<file path="src/rtl/trap_sequencer.sv">
// Writeback-stage trap/return controller: detects exceptions, interrupts and MRET,
// then sequences mepc/mcause/mtval CSR writes and the fetch redirect. Optional macro: TRAP_VECTORED_EN.
module trap_sequencer #(
  parameter logic [31:0] RESET_VECTOR = 32'h0000_0000
) (
  input  logic        clk,
  input  logic        rst_n,
  input  logic        wb_valid,
  input  logic [31:0] wb_pc,
  input  logic [31:0] wb_next_pc,
  input  logic        wb_exception,
  input  logic [3:0]  wb_cause,
  input  logic [31:0] wb_tval,
  input  logic        wb_mret,
  input  logic        eip,
  input  logic        tip,
  input  logic        sip,
  input  logic [31:0] trap_vector,
  input  logic [31:0] mret_vector,
  output logic        csr_write_enable,
  output logic [11:0] csr_write_address,
  output logic [31:0] csr_write_data,
  output logic        traped,
  output logic        mret,
  output logic [31:0] ecp,
  output logic        retired,
  output logic        stall,
  output logic        flush,
  output logic        redirect_valid,
  output logic [31:0] redirect_target
);

  typedef enum logic [2:0] {
    S_IDLE,
    S_W_EPC,
    S_W_CAUSE,
    S_W_TVAL,
    S_REDIR
  } state_t;

  localparam logic [11:0] CSR_MEPC   = 12'h341;
  localparam logic [11:0] CSR_MCAUSE = 12'h342;
  localparam logic [11:0] CSR_MTVAL  = 12'h343;

  state_t      r_state;
  logic [31:0] r_ecp;
  logic [31:0] r_cause;
  logic [31:0] r_tval;
  logic        r_csr_we;
  logic [11:0] r_csr_addr;
  logic [31:0] r_csr_data;
  logic        r_traped;
  logic        r_trap_redir;
  logic [31:0] r_redirect_target;

  logic        w_idle;
  logic        w_any_irq;
  logic        w_take_exc;
  logic        w_take_mret;
  logic        w_take_irq;
  logic [31:0] w_irq_cause;
  logic [31:0] w_cap_epc;
  logic [31:0] w_cap_cause;
  logic [31:0] w_cap_tval;
  logic [31:0] w_trap_base;
  logic [31:0] w_trap_target;

  // Event decode only happens in IDLE; exception beats MRET beats interrupt.
  assign w_idle      = (r_state == S_IDLE);
  assign w_any_irq   = eip | tip | sip;
  assign w_take_exc  = w_idle & wb_valid & wb_exception;
  assign w_take_mret = w_idle & wb_valid & ~wb_exception & wb_mret;
  assign w_take_irq  = w_idle & wb_valid & ~wb_exception & ~wb_mret & w_any_irq;

  assign w_irq_cause = eip ? 32'h8000_000B :
                       sip ? 32'h8000_0003 :
                             32'h8000_0007;

  assign w_cap_epc   = w_take_exc ? wb_pc : wb_next_pc;
  assign w_cap_cause = w_take_exc ? {1'b0, 27'b0, wb_cause} : w_irq_cause;
  assign w_cap_tval  = w_take_exc ? wb_tval : 32'h0000_0000;

  assign w_trap_base = {trap_vector[31:2], 2'b00};

`ifdef TRAP_VECTORED_EN
  // Only interrupt causes (bit 31 set) are vectored; exceptions land on the base.
  assign w_trap_target = (r_cause[31] && (trap_vector[1:0] == 2'b01)) ?
                         (w_trap_base + {26'b0, r_cause[3:0], 2'b00}) :
                         w_trap_base;
`else
  logic w_unused_mode;
  assign w_unused_mode = &{1'b0, trap_vector[1:0]};
  assign w_trap_target = w_trap_base;
`endif

  always_ff @(posedge clk or negedge rst_n) begin
    if (!rst_n) begin
      r_state           <= S_IDLE;
      r_ecp             <= 32'h0000_0000;
      r_cause           <= 32'h0000_0000;
      r_tval            <= 32'h0000_0000;
      r_csr_we          <= 1'b0;
      r_csr_addr        <= 12'h000;
      r_csr_data        <= 32'h0000_0000;
      r_traped          <= 1'b0;
      r_trap_redir      <= 1'b0;
      r_redirect_target <= RESET_VECTOR;
    end else begin
      r_csr_we     <= 1'b0;
      r_traped     <= 1'b0;
      r_trap_redir <= 1'b0;
      case (r_state)
        S_IDLE: begin
          if (w_take_exc || w_take_irq) begin
            r_ecp      <= w_cap_epc;
            r_cause    <= w_cap_cause;
            r_tval     <= w_cap_tval;
            r_csr_we   <= 1'b1;
            r_csr_addr <= CSR_MEPC;
            r_csr_data <= w_cap_epc;
            r_state    <= S_W_EPC;
          end
        end
        S_W_EPC: begin
          r_csr_we   <= 1'b1;
          r_csr_addr <= CSR_MCAUSE;
          r_csr_data <= r_cause;
          r_state    <= S_W_CAUSE;
        end
        S_W_CAUSE: begin
          r_csr_we   <= 1'b1;
          r_csr_addr <= CSR_MTVAL;
          r_csr_data <= r_tval;
          r_state    <= S_W_TVAL;
        end
        S_W_TVAL: begin
          r_traped          <= 1'b1;
          r_trap_redir      <= 1'b1;
          r_redirect_target <= w_trap_target;
          r_state           <= S_REDIR;
        end
        S_REDIR: begin
          r_state <= S_IDLE;
        end
        default: begin
          r_state <= S_IDLE;
        end
      endcase
    end
  end

  // MRET completes in its own IDLE cycle, so its strobes bypass the registers.
  assign csr_write_enable  = r_csr_we;
  assign csr_write_address = r_csr_addr;
  assign csr_write_data    = r_csr_data;
  assign traped            = r_traped;
  assign mret              = w_take_mret;
  assign ecp               = r_ecp;
  assign retired           = w_idle & wb_valid & ~wb_exception;
  assign stall             = ~w_idle;
  assign flush             = w_take_exc | w_take_mret | w_take_irq;
  assign redirect_valid    = r_trap_redir | w_take_mret;
  assign redirect_target   = w_take_mret ? mret_vector : r_redirect_target;

endmodule

</file>
<file path="config.mk">
export PLATFORM = sky130hd
export DESIGN_NAME = trap_sequencer
export DESIGN_NICKNAME = d
export VERILOG_FILES = /design/src/rtl/trap_sequencer.sv
export SDC_FILE = /design/constraint.sdc
export NUM_CORES = 1
export LEC_CHECK = 0
export CAP_MARGIN = 40
export CORE_ASPECT_RATIO = 1.2
export CORE_MARGIN = 2
export CORE_UTILIZATION = 46
export CTS_CLUSTER_SIZE = 10
export DETAILED_ROUTE_END_ITERATION = 6
export PLACE_DENSITY = 0.86
export SKIP_LAST_GASP = 1
export SYNTH_ARGS = -nofsm -noshare
export SYNTH_HDL_FRONTEND = slang
export SYNTH_SLANG_ARGS = --single-unit
</file>
<file path="constraint.sdc">
create_clock -name clk -period 6 [get_ports clk]
set_input_delay 1.5 -clock clk [delete_from_list [all_inputs] [get_ports clk]]
set_output_delay 1.5 -clock clk [all_outputs]
set_load 0.1 [all_outputs]
</file>
Word level (Yosys, flattened, before mapping)
Index checks and enable logic that the tools add are counted.
Widths: inputs -> output; s select.
- eq/ne operators: 4
- reduce and logical (&&, ||, !) cells: 6
- $mul: 0
- muxes and demuxes: 15
- $add $sub $neg: 0
- div/mod/pow operators: 0
- order comparisons: 0
- shifts and indexed selects: 0
- bitwise gates (word level): 14
- operators with widths (cell ; count):
    $mux 32 ; 5
    $pmux 32 s3 ; 1
    $pmux 12 s3 ; 1
    $mux 12 ; 1
    $pmux 3 s4 ; 1
    $and 1x1->1 ; 6
    $eq 3x2->1 const B ; 2
    $mux 3 ; 2
    $or 1x1->1 ; 5
    $mux 4 ; 1
    $reduce_and 2->1 ; 2
    $eq 3x1->1 const B ; 1
    $logic_not 3->1 ; 1
    $not 1->1 ; 3
    $reduce_bool 3->1 ; 1
    $mux 1 ; 2
    $ne 2x1->1 const B ; 1
    $pmux 1 s2 ; 1
    $reduce_or 2->1 ; 1
    $logic_or 1x1->1 ; 1
- flip-flop bits (word level): 175
- memories kept: 0
- bits in read-only memories: 0
- output and inout bits: 115
- bits in latches: 0
- word-level logic and storage cells: 48
- bits in writable memories: 0
- bits of input ports: 172

Logic depth before layout (Yosys ltp)
Gate-level depths: netlist of the first run.
- word-level depth: 8
- depth in mapped cells: 7
- depth with buffers taken out: 4

Worst setup path after synthesis of the first run
Ideal clock, no wire load.
- path kind: input to output
- start: input port wb_valid
- end: output port redirect_target[0]
- arrival: 3.525 ns
- data required time: 4.500 ns
- stages: 5
- path slack: 0.975 ns
- path buffers: 2
- cells stage by stage: nor4b_1 > and3_1 > buf_2 > buf_2 > and2_1
- longest elaborated chain between the ends: 4
- RTL lines (element ; line ; text):
    from (decl) ; 8 ; input logic wb_valid,
    $and 1x1->1 (3 in a row) ; 72 ; assign w_take_mret = w_idle & wb_valid & ~wb_exception & wb_mret;
    via mret ; 24 ; output logic mret,
    $mux 32 ; 163 ; assign redirect_target = w_take_mret ? mret_vector : r_redirect_target;
    to (decl) ; 30 ; output logic [31:0] redirect_target
The timed path passes the listed nets, and every way through them passes these cells.

Final worst setup path of the first run
- start: input port wb_valid
- end: output port flush
- longest elaborated chain between the ends: 5
- elaborated cells between the ends (all ways): 8
- those cells by class: 8 x bitwise
- RTL lines (element ; line ; text):
    $and 1x1->1 * ; 71, 72, 73 ;
    $and 1x1->1 ; 72, 73 ;
    $and 1x1->1, on equally long branches ; 72, 73 ;
    $or 1x1->1 or $and 1x1->1 (tied branches) ; 161, 73 ;
    $or 1x1->1 * ; 161 ; assign flush = w_take_exc | w_take_mret | w_take_irq;
    to (decl) ; 28 ; output logic flush,
Every way passes the cells marked *; elsewhere a longest branch is shown, timed or not.

==> results.json, run 1 <==
{
  "status": "complete, but fails checks",
  "violations": "DRC",
  "critPathBufInv": 2,
  "place_congestion": 0.805,
  "drive_gt1_frac": 0.238,
  "start_util": 0.474,
  "cpMaxStageDelayCell": "or4b_4",
  "synthDistinctLibCells": 37,
  "maxSlewViolCount": 0,
  "cp_slowest_stage_delay_ps": 670,
  "maxCapViolCount": 0,
  "startpoint_type": "input pin",
  "endpoint_kind": "output port",
  "rsz0062_at_grt": "no",
  "crit_chain": "clkdlybuf4s50_1 > or4b_4 > nor3_1 > or2_2 > buf_12",
  "tightestPinTransition_ps": 737,
  "clock_latency_ps": 410,
  "synth_top_flop_cell": "dfrtp_1",
  "grt_pass1_vias": 7353,
  "ios": 287,
  "postCtsHoldBufs": 0,
  "num_vias": 6937,
  "crit_family": "simple AND/OR/NAND/NOR gates",
  "ant_nets": 0,
  "synth_area_leaders": "dfrtp_1, mux2_2, o22ai_1",
  "grt_max_degree": 71,
  "fin_crit_sh": 0.864,
  "drtIter0Drc": 883,
  "syn_area_um2": 6580,
  "synth_commonest_cells": "dfrtp_1, a21oi_1, mux2_2",
  "critPathMaxFanout": 33,
  "nets": 1116,
  "row_count": 47,
  "clock_path_buffers": 2,
  "vias_per_cell": 6.16,
  "core-area_um2": 13900,
  "setup_viol": 0,
  "synth_cells": 622,
  "synth_top_area_frac": 0.529,
  "cp.depth": 5,
  "yosysSeqAreaShare": 0.529,
  "dpl.hpwl_um": 18200,
  "wl_um": 26000,
  "cts_resized": 0,
  "cp_data_required_time_ps": 4500,
  "grt_overflow": 0,
  "n_antenna_cell": 0,
  "synth_seq_cells": 139,
  "path_clk_slew_ps": 60,
  "criticalPathCategory": "in -> out",
  "async_flop_share": 1.00,
  "grt_pass1_wl_um": 40100,
  "postCtsSetupBuffers": 0,
  "synth_top_area_cell": "dfrtp_1",
  "synth_edf_count": 0,
  "cts_max_level": 4,
  "fmax_ghz": 0.193,
  "fin_util": 0.850,
  "hold_viol": 0,
  "die_area_um2": 15300,
  "antenna_found_initial": 1,
  "slew_headroom": 0.509,
  "reg2reg_depth": 5,
  "cts_tree": "built",
  "min_path_type": "reg -> reg",
  "cts_buffers": 17,
  "avgSynthCellArea_um2": 10.6,
  "finalNonFillerCells": 1126,
  "die_w_um": 113,
  "whs_path_depth": 2,
  "fin_crit_ps": 5180,
  "synth_most_common_cell": "dfrtp_1",
  "die_y_um": 135,
  "worst_clock_skew_ps": 7.14,
  "drt_pass1_iterations": 7,
  "syn2layout_area_growth_pct": 79.2,
  "io_buffer_count": 277,
  "wl_per_cell_um": 23.0,
  "tns_ps": 0,
  "dp_cells": 1096,
  "yosysWarnings": 0,
  "grtUsageTotal": 0.342,
  "clock_sinks": 139,
  "drc_errors": 16,
  "arrival_ps": 3680,
  "cts-root-buf": "clkbuf_16"
}
-- sequential cells by signal, indices dropped and copies added, names as in the netlist --
signal and flops:
r_trap_redir 1, csr_write_enable 1, r_cause 5, r_redirect_target 30, r_tval 32, ecp 32
r_state 3, csr_write_data 32, csr_write_address 3
-- layout make-up --
type	count	area [um^2]
Clock buffer	20	467
Clock inverter	10	165
Fill cell	684	2080
Inverter	4	15.0
Multi-Input combinational cell	419	2820
Sequential cell	139	3480
Tap cell	171	214
Timing Repair Buffer	363	4640
-- worst paths after layout --
check	startpoint	endpoint	slack (ps)
worst max-delay path	wb_valid	flush	820
worst min-delay path	ecp[2]	ecp[2]	500
worst max register to register	r_state[2]	csr_write_data[1]	3000
worst min register to register	ecp[2]	ecp[2]	500
max in group asynchronous	rst_n	csr_write_address[8]	3800
min in group asynchronous	rst_n	r_redirect_target[14]	960
-- layout by cell type (no fill, tap or decap), drive strengths merged --
cell type | netlist | final
a211oi | 1 | 1
a21boi | 1 | 1
a21oi | 67 | 67
a22o | 32 | 32
a31oi | 1 | 1
and2 | 2 | 2
and3 | 1 | 1
buf | 33 | 123
bufinv | 0 | 4
clkbuf | 33 | 20
clkdlybuf4s50 | 0 | 240
clkinv | 0 | 2
clkinvlp | 0 | 3
conb | 1 | 7
dfrtp | 139 | 139
inv | 4 | 5
mux2 | 60 | 60
mux2i | 5 | 5
nand2 | 38 | 38
nand2b | 1 | 1
nand3 | 10 | 10
nor2 | 49 | 49
nor2b | 2 | 2
nor3 | 3 | 3
nor4 | 1 | 1
nor4b | 6 | 6
o21ai | 12 | 12
o221ai | 27 | 27
o22a | 1 | 1
o22ai | 55 | 55
o32ai | 1 | 1
or2 | 5 | 5
or3 | 29 | 29
or4b | 1 | 1
xnor2 | 1 | 1
-- through the flow --
step           hold WS [ps]  instance area, um^2  setup slack [ps]
6_report                500                11800               818
5_1_grt                 522                11800               765
4_1_cts                 503                11800               877
3_5_place_dp            490                11200               884
3_3_place_gp            463                 9730               922
2_1_floorplan           449                 6600               975
-- worst min-delay path: stages (launching register included) --
cell,delay [ps]
dfrtp_1,340
nand2_1,50
o21ai_0,70
-- metal layers --
layer / global-route usage / routed length (um)
met1: 0.391 / 9090
met4: 0.188 / 1470
met3: 0.0826 / 2070
met2: 0.589 / 13300
met5: 0 / 12
-- cell families (layout without fill, tap and decap cells) --
logic type	Yosys count	in the layout	share of synthesized area
compound gates	198	198	0.198
xor+xnor	1	1	0.00133
buf+inv	70	397	0.0517
flops	139	139	0.529
mux	65	65	0.110
other cells	1	7	0.000570
simple gates	148	148	0.110
Power of run 1 is not shown: default switching activity piles up to over one toggle a cycle in this logic, so the estimate is an artifact.
==> inputs of run 2 (changes only) <==
Settings changed: HOLD_SLACK_MARGIN set to 0.08.
==> results of run 2 <==
No change in the layout: final DEF, timing and power equal those of run 1.
Power of run 2 is left out for the same reason.
==> inputs of run 3 (changes only) <==
Settings changed: SLEW_MARGIN set to 20.
==> results of run 3 <==
No change in the layout: final DEF, timing and power equal those of run 1.
Power of run 3 is left out for the same reason.
